File: src/rtl/alu_pkg.sv
// Shared definitions for the multicycle ALU: op encodings, FSM states and
// CMP flag bit positions.
package alu_pkg;

  localparam logic [2:0] ALU_ADD = 3'b000;
  localparam logic [2:0] ALU_SUB = 3'b001;
  localparam logic [2:0] ALU_MUL = 3'b010;
  localparam logic [2:0] ALU_DIV = 3'b011;
  localparam logic [2:0] ALU_CMP = 3'b100;

  typedef enum logic [1:0] {
    StIdle,
    StBusy,
    StDone
  } alu_state_e;

  localparam int unsigned CMP_GT = 2;
  localparam int unsigned CMP_EQ = 1;
  localparam int unsigned CMP_LT = 0;

endpackage

File: src/rtl/alu_iter_step.sv
// One iteration of the shared MUL/DIV datapath (purely combinational).
// Ports:
//   div_mode_i  0: shift-add multiply step, 1: restoring divide step
//   acc_i/o     MUL: partial product        DIV: partial remainder
//   sh_i/o      MUL: shifted multiplicand   DIV: dividend shifting out, quotient shifting in
//   opb_i/o     MUL: remaining multiplier   DIV: divisor (passed through)
module alu_iter_step #(
  parameter int unsigned WIDTH = 8
) (
  input  logic             div_mode_i,
  input  logic [WIDTH-1:0] acc_i,
  input  logic [WIDTH-1:0] sh_i,
  input  logic [WIDTH-1:0] opb_i,
  output logic [WIDTH-1:0] acc_o,
  output logic [WIDTH-1:0] sh_o,
  output logic [WIDTH-1:0] opb_o
);

  logic [WIDTH:0] rem_shift;
  logic [WIDTH:0] diff;

  always_comb begin
    // Remainder is always below the divisor, so the shifted value fits in WIDTH+1 bits.
    rem_shift = {acc_i, sh_i[WIDTH-1]};
    diff      = rem_shift - {1'b0, opb_i};
    if (div_mode_i) begin
      // diff[WIDTH] set means the trial subtract borrowed: restore.
      if (!diff[WIDTH]) begin
        acc_o = diff[WIDTH-1:0];
        sh_o  = {sh_i[WIDTH-2:0], 1'b1};
      end else begin
        acc_o = rem_shift[WIDTH-1:0];
        sh_o  = {sh_i[WIDTH-2:0], 1'b0};
      end
      opb_o = opb_i;
    end else begin
      acc_o = opb_i[0] ? (acc_i + sh_i) : acc_i;
      sh_o  = sh_i << 1;
      opb_o = opb_i >> 1;
    end
  end

endmodule

File: src/rtl/alu_multicycle.sv
// Sequential ALU with valid/ready handshake. ADD/SUB/CMP/illegal/div-by-zero
// finish with latency 1; MUL and DIV iterate one bit per cycle (latency WIDTH+1).
// Ports:
//   clk, reset              clock, synchronous active-high reset
//   in_valid/in_ready       request handshake; op/rs/rt captured on accept
//   out_valid/out_ready     result handshake; result and flags held until taken
//   result                  WIDTH-bit result
//   div_by_zero, illegal_op status flags qualified by out_valid
module alu_multicycle
  import alu_pkg::*;
#(
  parameter int unsigned WIDTH = 8
) (
  input  logic             clk,
  input  logic             reset,
  input  logic             in_valid,
  output logic             in_ready,
  input  logic [2:0]       op,
  input  logic [WIDTH-1:0] rs,
  input  logic [WIDTH-1:0] rt,
  output logic             out_valid,
  input  logic             out_ready,
  output logic [WIDTH-1:0] result,
  output logic             div_by_zero,
  output logic             illegal_op
);

  localparam int unsigned CNT_W = $clog2(WIDTH + 1);

  alu_state_e       state_q, state_d;
  logic [CNT_W-1:0] cnt_q, cnt_d;
  logic [WIDTH-1:0] acc_q, acc_d;
  logic [WIDTH-1:0] sh_q, sh_d;
  logic [WIDTH-1:0] opb_q, opb_d;
  logic             div_q, div_d;
  logic [WIDTH-1:0] result_q, result_d;
  logic             dbz_q, dbz_d;
  logic             ill_q, ill_d;

  logic [WIDTH-1:0] step_acc, step_sh, step_opb;

  alu_iter_step #(
    .WIDTH(WIDTH)
  ) u_step (
    .div_mode_i(div_q),
    .acc_i     (acc_q),
    .sh_i      (sh_q),
    .opb_i     (opb_q),
    .acc_o     (step_acc),
    .sh_o      (step_sh),
    .opb_o     (step_opb)
  );

  always_comb begin
    state_d  = state_q;
    cnt_d    = cnt_q;
    acc_d    = acc_q;
    sh_d     = sh_q;
    opb_d    = opb_q;
    div_d    = div_q;
    result_d = result_q;
    dbz_d    = dbz_q;
    ill_d    = ill_q;
    unique case (state_q)
      StIdle: begin
        if (in_valid) begin
          result_d = '0;
          dbz_d    = 1'b0;
          ill_d    = 1'b0;
          state_d  = StDone;
          case (op)
            ALU_ADD: result_d = rs + rt;
            ALU_SUB: result_d = rs - rt;
            ALU_CMP: begin
              result_d[CMP_GT] = rs > rt;
              result_d[CMP_EQ] = rs == rt;
              result_d[CMP_LT] = rs < rt;
            end
            ALU_MUL, ALU_DIV: begin
              if (op == ALU_DIV && rt == '0) begin
                result_d = '1;
                dbz_d    = 1'b1;
              end else begin
                acc_d   = '0;
                sh_d    = rs;
                opb_d   = rt;
                div_d   = (op == ALU_DIV);
                cnt_d   = CNT_W'(WIDTH);
                state_d = StBusy;
              end
            end
            default: ill_d = 1'b1;
          endcase
        end
      end
      StBusy: begin
        acc_d = step_acc;
        sh_d  = step_sh;
        opb_d = step_opb;
        cnt_d = cnt_q - 1'b1;
        // Last iteration: capture the finished value straight from the step logic.
        if (cnt_q == CNT_W'(1)) begin
          result_d = div_q ? step_sh : step_acc;
          state_d  = StDone;
        end
      end
      StDone: begin
        if (out_ready) state_d = StIdle;
      end
      default: state_d = StIdle;
    endcase
  end

  always_ff @(posedge clk) begin
    if (reset) begin
      state_q  <= StIdle;
      cnt_q    <= '0;
      acc_q    <= '0;
      sh_q     <= '0;
      opb_q    <= '0;
      div_q    <= 1'b0;
      result_q <= '0;
      dbz_q    <= 1'b0;
      ill_q    <= 1'b0;
    end else begin
      state_q  <= state_d;
      cnt_q    <= cnt_d;
      acc_q    <= acc_d;
      sh_q     <= sh_d;
      opb_q    <= opb_d;
      div_q    <= div_d;
      result_q <= result_d;
      dbz_q    <= dbz_d;
      ill_q    <= ill_d;
    end
  end

  assign in_ready    = (state_q == StIdle);
  assign out_valid   = (state_q == StDone);
  assign result      = result_q;
  assign div_by_zero = dbz_q;
  assign illegal_op  = ill_q;

endmodule

File: config.mk
export PLATFORM = sky130hd
export DESIGN_NAME = alu_multicycle
export DESIGN_NICKNAME = d
export VERILOG_FILES = /design/src/rtl/alu_pkg.sv /design/src/rtl/alu_iter_step.sv /design/src/rtl/alu_multicycle.sv
export SDC_FILE = /design/constraint.sdc
export NUM_CORES = 1
export LEC_CHECK = 0
export ABC_AREA = 1
export CAP_MARGIN = 15
export CORE_MARGIN = 2
export CORE_UTILIZATION = 41
export DETAILED_ROUTE_END_ITERATION = 7
export PLACE_DENSITY = 0.66
export RECOVER_POWER = 50
export SYNTH_ARGS = -nofsm -noshare
export SYNTH_HDL_FRONTEND = slang
export SYNTH_HIERARCHICAL = 1
export SYNTH_SLANG_ARGS = --single-unit
File: constraint.sdc
create_clock -name clk -period 1.9 [get_ports clk]
set_input_delay 0.285 -clock clk [delete_from_list [all_inputs] [get_ports clk]]
set_output_delay 0.285 -clock clk [all_outputs]
set_load 0.02 [all_outputs]
==> flow_summary.yaml <==
pwr:
  pwr-share-comb_pct: 47.4
  clock_power_share_pct: 23.5
  p_leak_nw: 2.730
  peakVddDrop_uv: 406.9
  p_seq_share_pct: 29.0
  power_density_nw_per_um2: 618.6
  p_int_mw: 2.128
  p_sw_share_pct: 38.26
  switchingPower_mw: 1.319
worst_setup_path:
  rr_worst_depth: 17
  worstPathRequired_ns: 2.14
  crit_start: "sh_q[7]$_SDFFE_PP0P_"
  end_kind: "flip-flop"
  r2r_setup_slack_ns: -0.31
  critPathArrivalTime_ns: 2.45
  crit_type: "reg2reg"
  r2r_start: "sh_q[7]$_SDFFE_PP0P_"
  crit_fanout: 4
  worstSetupStartpointType: "flip-flop"
synthesis:
  ys_types: 45
  ys_seq_elements: 41
  syn-num-nets: 738
  synth-seq-area-share_pct: 19.85
  synth_top_cell_by_area: "dfxtp_1"
  syn_inst: 679
  synth_top_area_share_pct: 19.85
  yosys_warnings: 6
  synth_area_leaders: "dfxtp_1 20%, nand2_1 17%, ha_1 9.7%"
  synth_edf_count: 0
  syn_area_per_cell_um2: 6.088
  synthArstFlopShare_pct: 0
  synth_ff_type: "dfxtp_1"
  netlist_area_um2: 4134
cts:
  htree_levels: 2
  clkTransAtPathRegs_ns: 0.09
  clk_latency_ns: 0.30
  cts_buffers: 5
  cts_buffer_depth: 2
  cts_sinks: 41
  cts_tree: "built"
  ctsHoldBuffers: 0
  cts-root-buf: "clkbuf_8"
outcome:
  status: "finished, violations left"
  violations: "negative setup slack"
route:
  drc_errors: 0
  drt_iter0_markers: 315
  drtAntennaViolNets: 0
  vias: 4689
  totalWireLength_um: 12280
  via_per_inst: 5.037
  dr.pass1.iters: 5
  wl_per_cell_um: 13.19
place:
  hpwl_um: 9606
  port_buffers: 34
  gp_congestion: 0.8971
  pre_cts_ws_ns: -0.4315
timing:
  finalMaxSlewViolations: 0
  rsz0062_at_grt: "true"
  hold_viol_final: 0
  period_needed_ns: 2.212
  slew_headroom_pct: 67.91
  fin_ws_ns: -0.3119
  worst_pin_slew_ns: 0.4800
  fmax_mhz: 452.1
  tns_ns: -4.073
  fin_crit_sh_pct: 116.4
  setup_viol: 17
  fin_skew_ns: 0.01176
  whs_ns: 0.5110
global_routing:
  grt_max_degree: 38
  antenna_found_initial: 0
  grt_first_pass_wirelength_um: 20750
  grt_pass1_vias: 4567
  grt_usage_pct: 22.72
  grt_remaining_overflow: 0
die:
  initial_core_util_pct: 42.29
  boundaryPins: 35
  core_area_um2: 9774
  die-area_um2: 10900
  die_h_um: 104.4
  die_x_um: 104.4
  core.rowCount: 36
min_path:
  min_from: "cnt_q[3]$_SDFFE_PP0P_"
  min_path_cells: 2
  hold_path.class: "reg2reg"
cells_and_area:
  area.growth.synth_to_final_pct: 34.78
  fillers: 968
  diodes: 0
  drive_above_1_share_pct: 24.19
  seq_area_um2: 825.8
  fin_nets: 856
  multi_input_area_um2: 2960
job:
  max_cap_violations: 0
-- cell type report --
class | instances | share of cell area, %
Multi-Input combinational cell | 520 | 53.13
Timing Repair Buffer | 140 | 20.71
Sequential cell | 41 | 14.82
Inverter | 89 | 6.041
Tap cell | 133 | 2.987
Clock buffer | 6 | 1.684
Clock inverter | 2 | 0.6288
-- synthesized netlist by cell type (8+ instances only) --
master,count
dfxtp_1,41
a21oi_1,38
nand4_1,8
nand3_1,61
a22oi_1,8
inv_1,79
ha_1,32
buf_4,11
o21ai_0,47
nor2_1,78
nand2_1,186
-- critical path, cell delays in order (launching register included) --
cell,delay (ns)
dfxtp_2,0.35
inv_2,0.07
ha_4,0.13
inv_4,0.03
fa_2,0.37
nand2_2,0.09
nand2_4,0.06
nand3_4,0.11
nand2_4,0.08
nand2_4,0.08
nand3_2,0.13
nand2_2,0.11
nand2_2,0.05
nand2_2,0.09
nand2_1,0.09
a21oi_2,0.14
nor2_1,0.05
a21oi_1,0.11
-- timing repair --
action | in CTS | in global routing
endpoints found under the setup margin | 17 | 17
pin swaps | 18 | 15
gates resized for setup | 16 | 30
buffers inserted | 2 | 3
-- power groups by stage --
| stage | registers (mW) | clock network [mW] | logic (mW) |
|---|---|---|---|
| finish | 1.00 | 0.811 | 1.64 |
| global route | 1.01 | 0.849 | 1.82 |
| CTS | 1.00 | 0.818 | 1.55 |
| detailed placement | 1.02 | 0 | 1.51 |
| global placement | 1.02 | 0 | 1.48 |
| floorplan | 1.04 | 0 | 0.948 |
-- metrics by stage --
step | area [µm²] | util [%] | total power [mW] | std cells
floorplan | 4159 | - | 1.983 | 679
global placement | 5235 | 53.56 | 2.501 | 918
detailed placement | 5235 | 53.56 | 2.531 | 918
CTS | 5438 | 55.63 | 3.374 | 928
global route | 5572 | 57.00 | 3.679 | 931
finish | 5572 | 57.00 | 3.447 | 931
-- logic make-up after synthesis --
| kind of cell | Yosys count | synth area share [%] |
|---|---|---|
| buffers and inverters | 118 | 13.01 |
| xor gates and xnor gates | 5 | 1.059 |
| AOI/OAI and AO/OA | 109 | 14.65 |
| adders and majority gates | 36 | 11.62 |
| and+or+nand+nor | 370 | 39.80 |
| DFF | 41 | 19.85 |
-- worst paths after layout --
check / endpoint
setup / recovery: result[5]$_SDFFE_PP0P_
hold / removal: cnt_q[3]$_SDFFE_PP0P_
hold reg to reg: cnt_q[3]$_SDFFE_PP0P_
setup reg to reg: result[5]$_SDFFE_PP0P_
-- state kept, by name, summed over array words and instances (netlist names) --
signal       count
cnt_q            4
sh_q             8
div_q            1
illegal_op       1
state_q          2
div_by_zero      1
acc_q            8
opb_q            8
result           8
-- cell usage in the layout (no fill, tap or decap), types with 3 or more instances in the layout --
cell             count
a21oi_1             31
a21oi_2              9
a22oi_2              6
buf_4              102
clkbuf_8             5
clkdlybuf4s50_1     24
clkinv_1             3
dfxtp_1             39
dlygate4sd3_1       10
fa_1                 3
ha_1                28
ha_4                 4
inv_1               76
inv_2                9
nand2_1            171
nand2_2             20
nand2_4              5
nand3_1             58
nand3_2              8
nand3_4              3
nand3b_1             5
nand4_1              8
nor2_1              77
nor2_2               4
nor3_1               3
o211ai_1             3
o21ai_0             45
o21ai_1              5
or2_2                3
xor2_1               4
-- per-layer routing --
metal / vias up / part of all wire [%] / global-route usage (%) / wire length, µm
li1: 2418 / - / - / -
met1: 2137 / 45 / 28.44 / 5517
met2: 111 / 48 / 39.03 / 5853
met3: 23 / 4.8 / 3.509 / 587
met4: 0 / 2.6 / 8.687 / 320
met5: - / 0 / 0 / 0
Note: power is estimated with default switching activity, not from simulation.
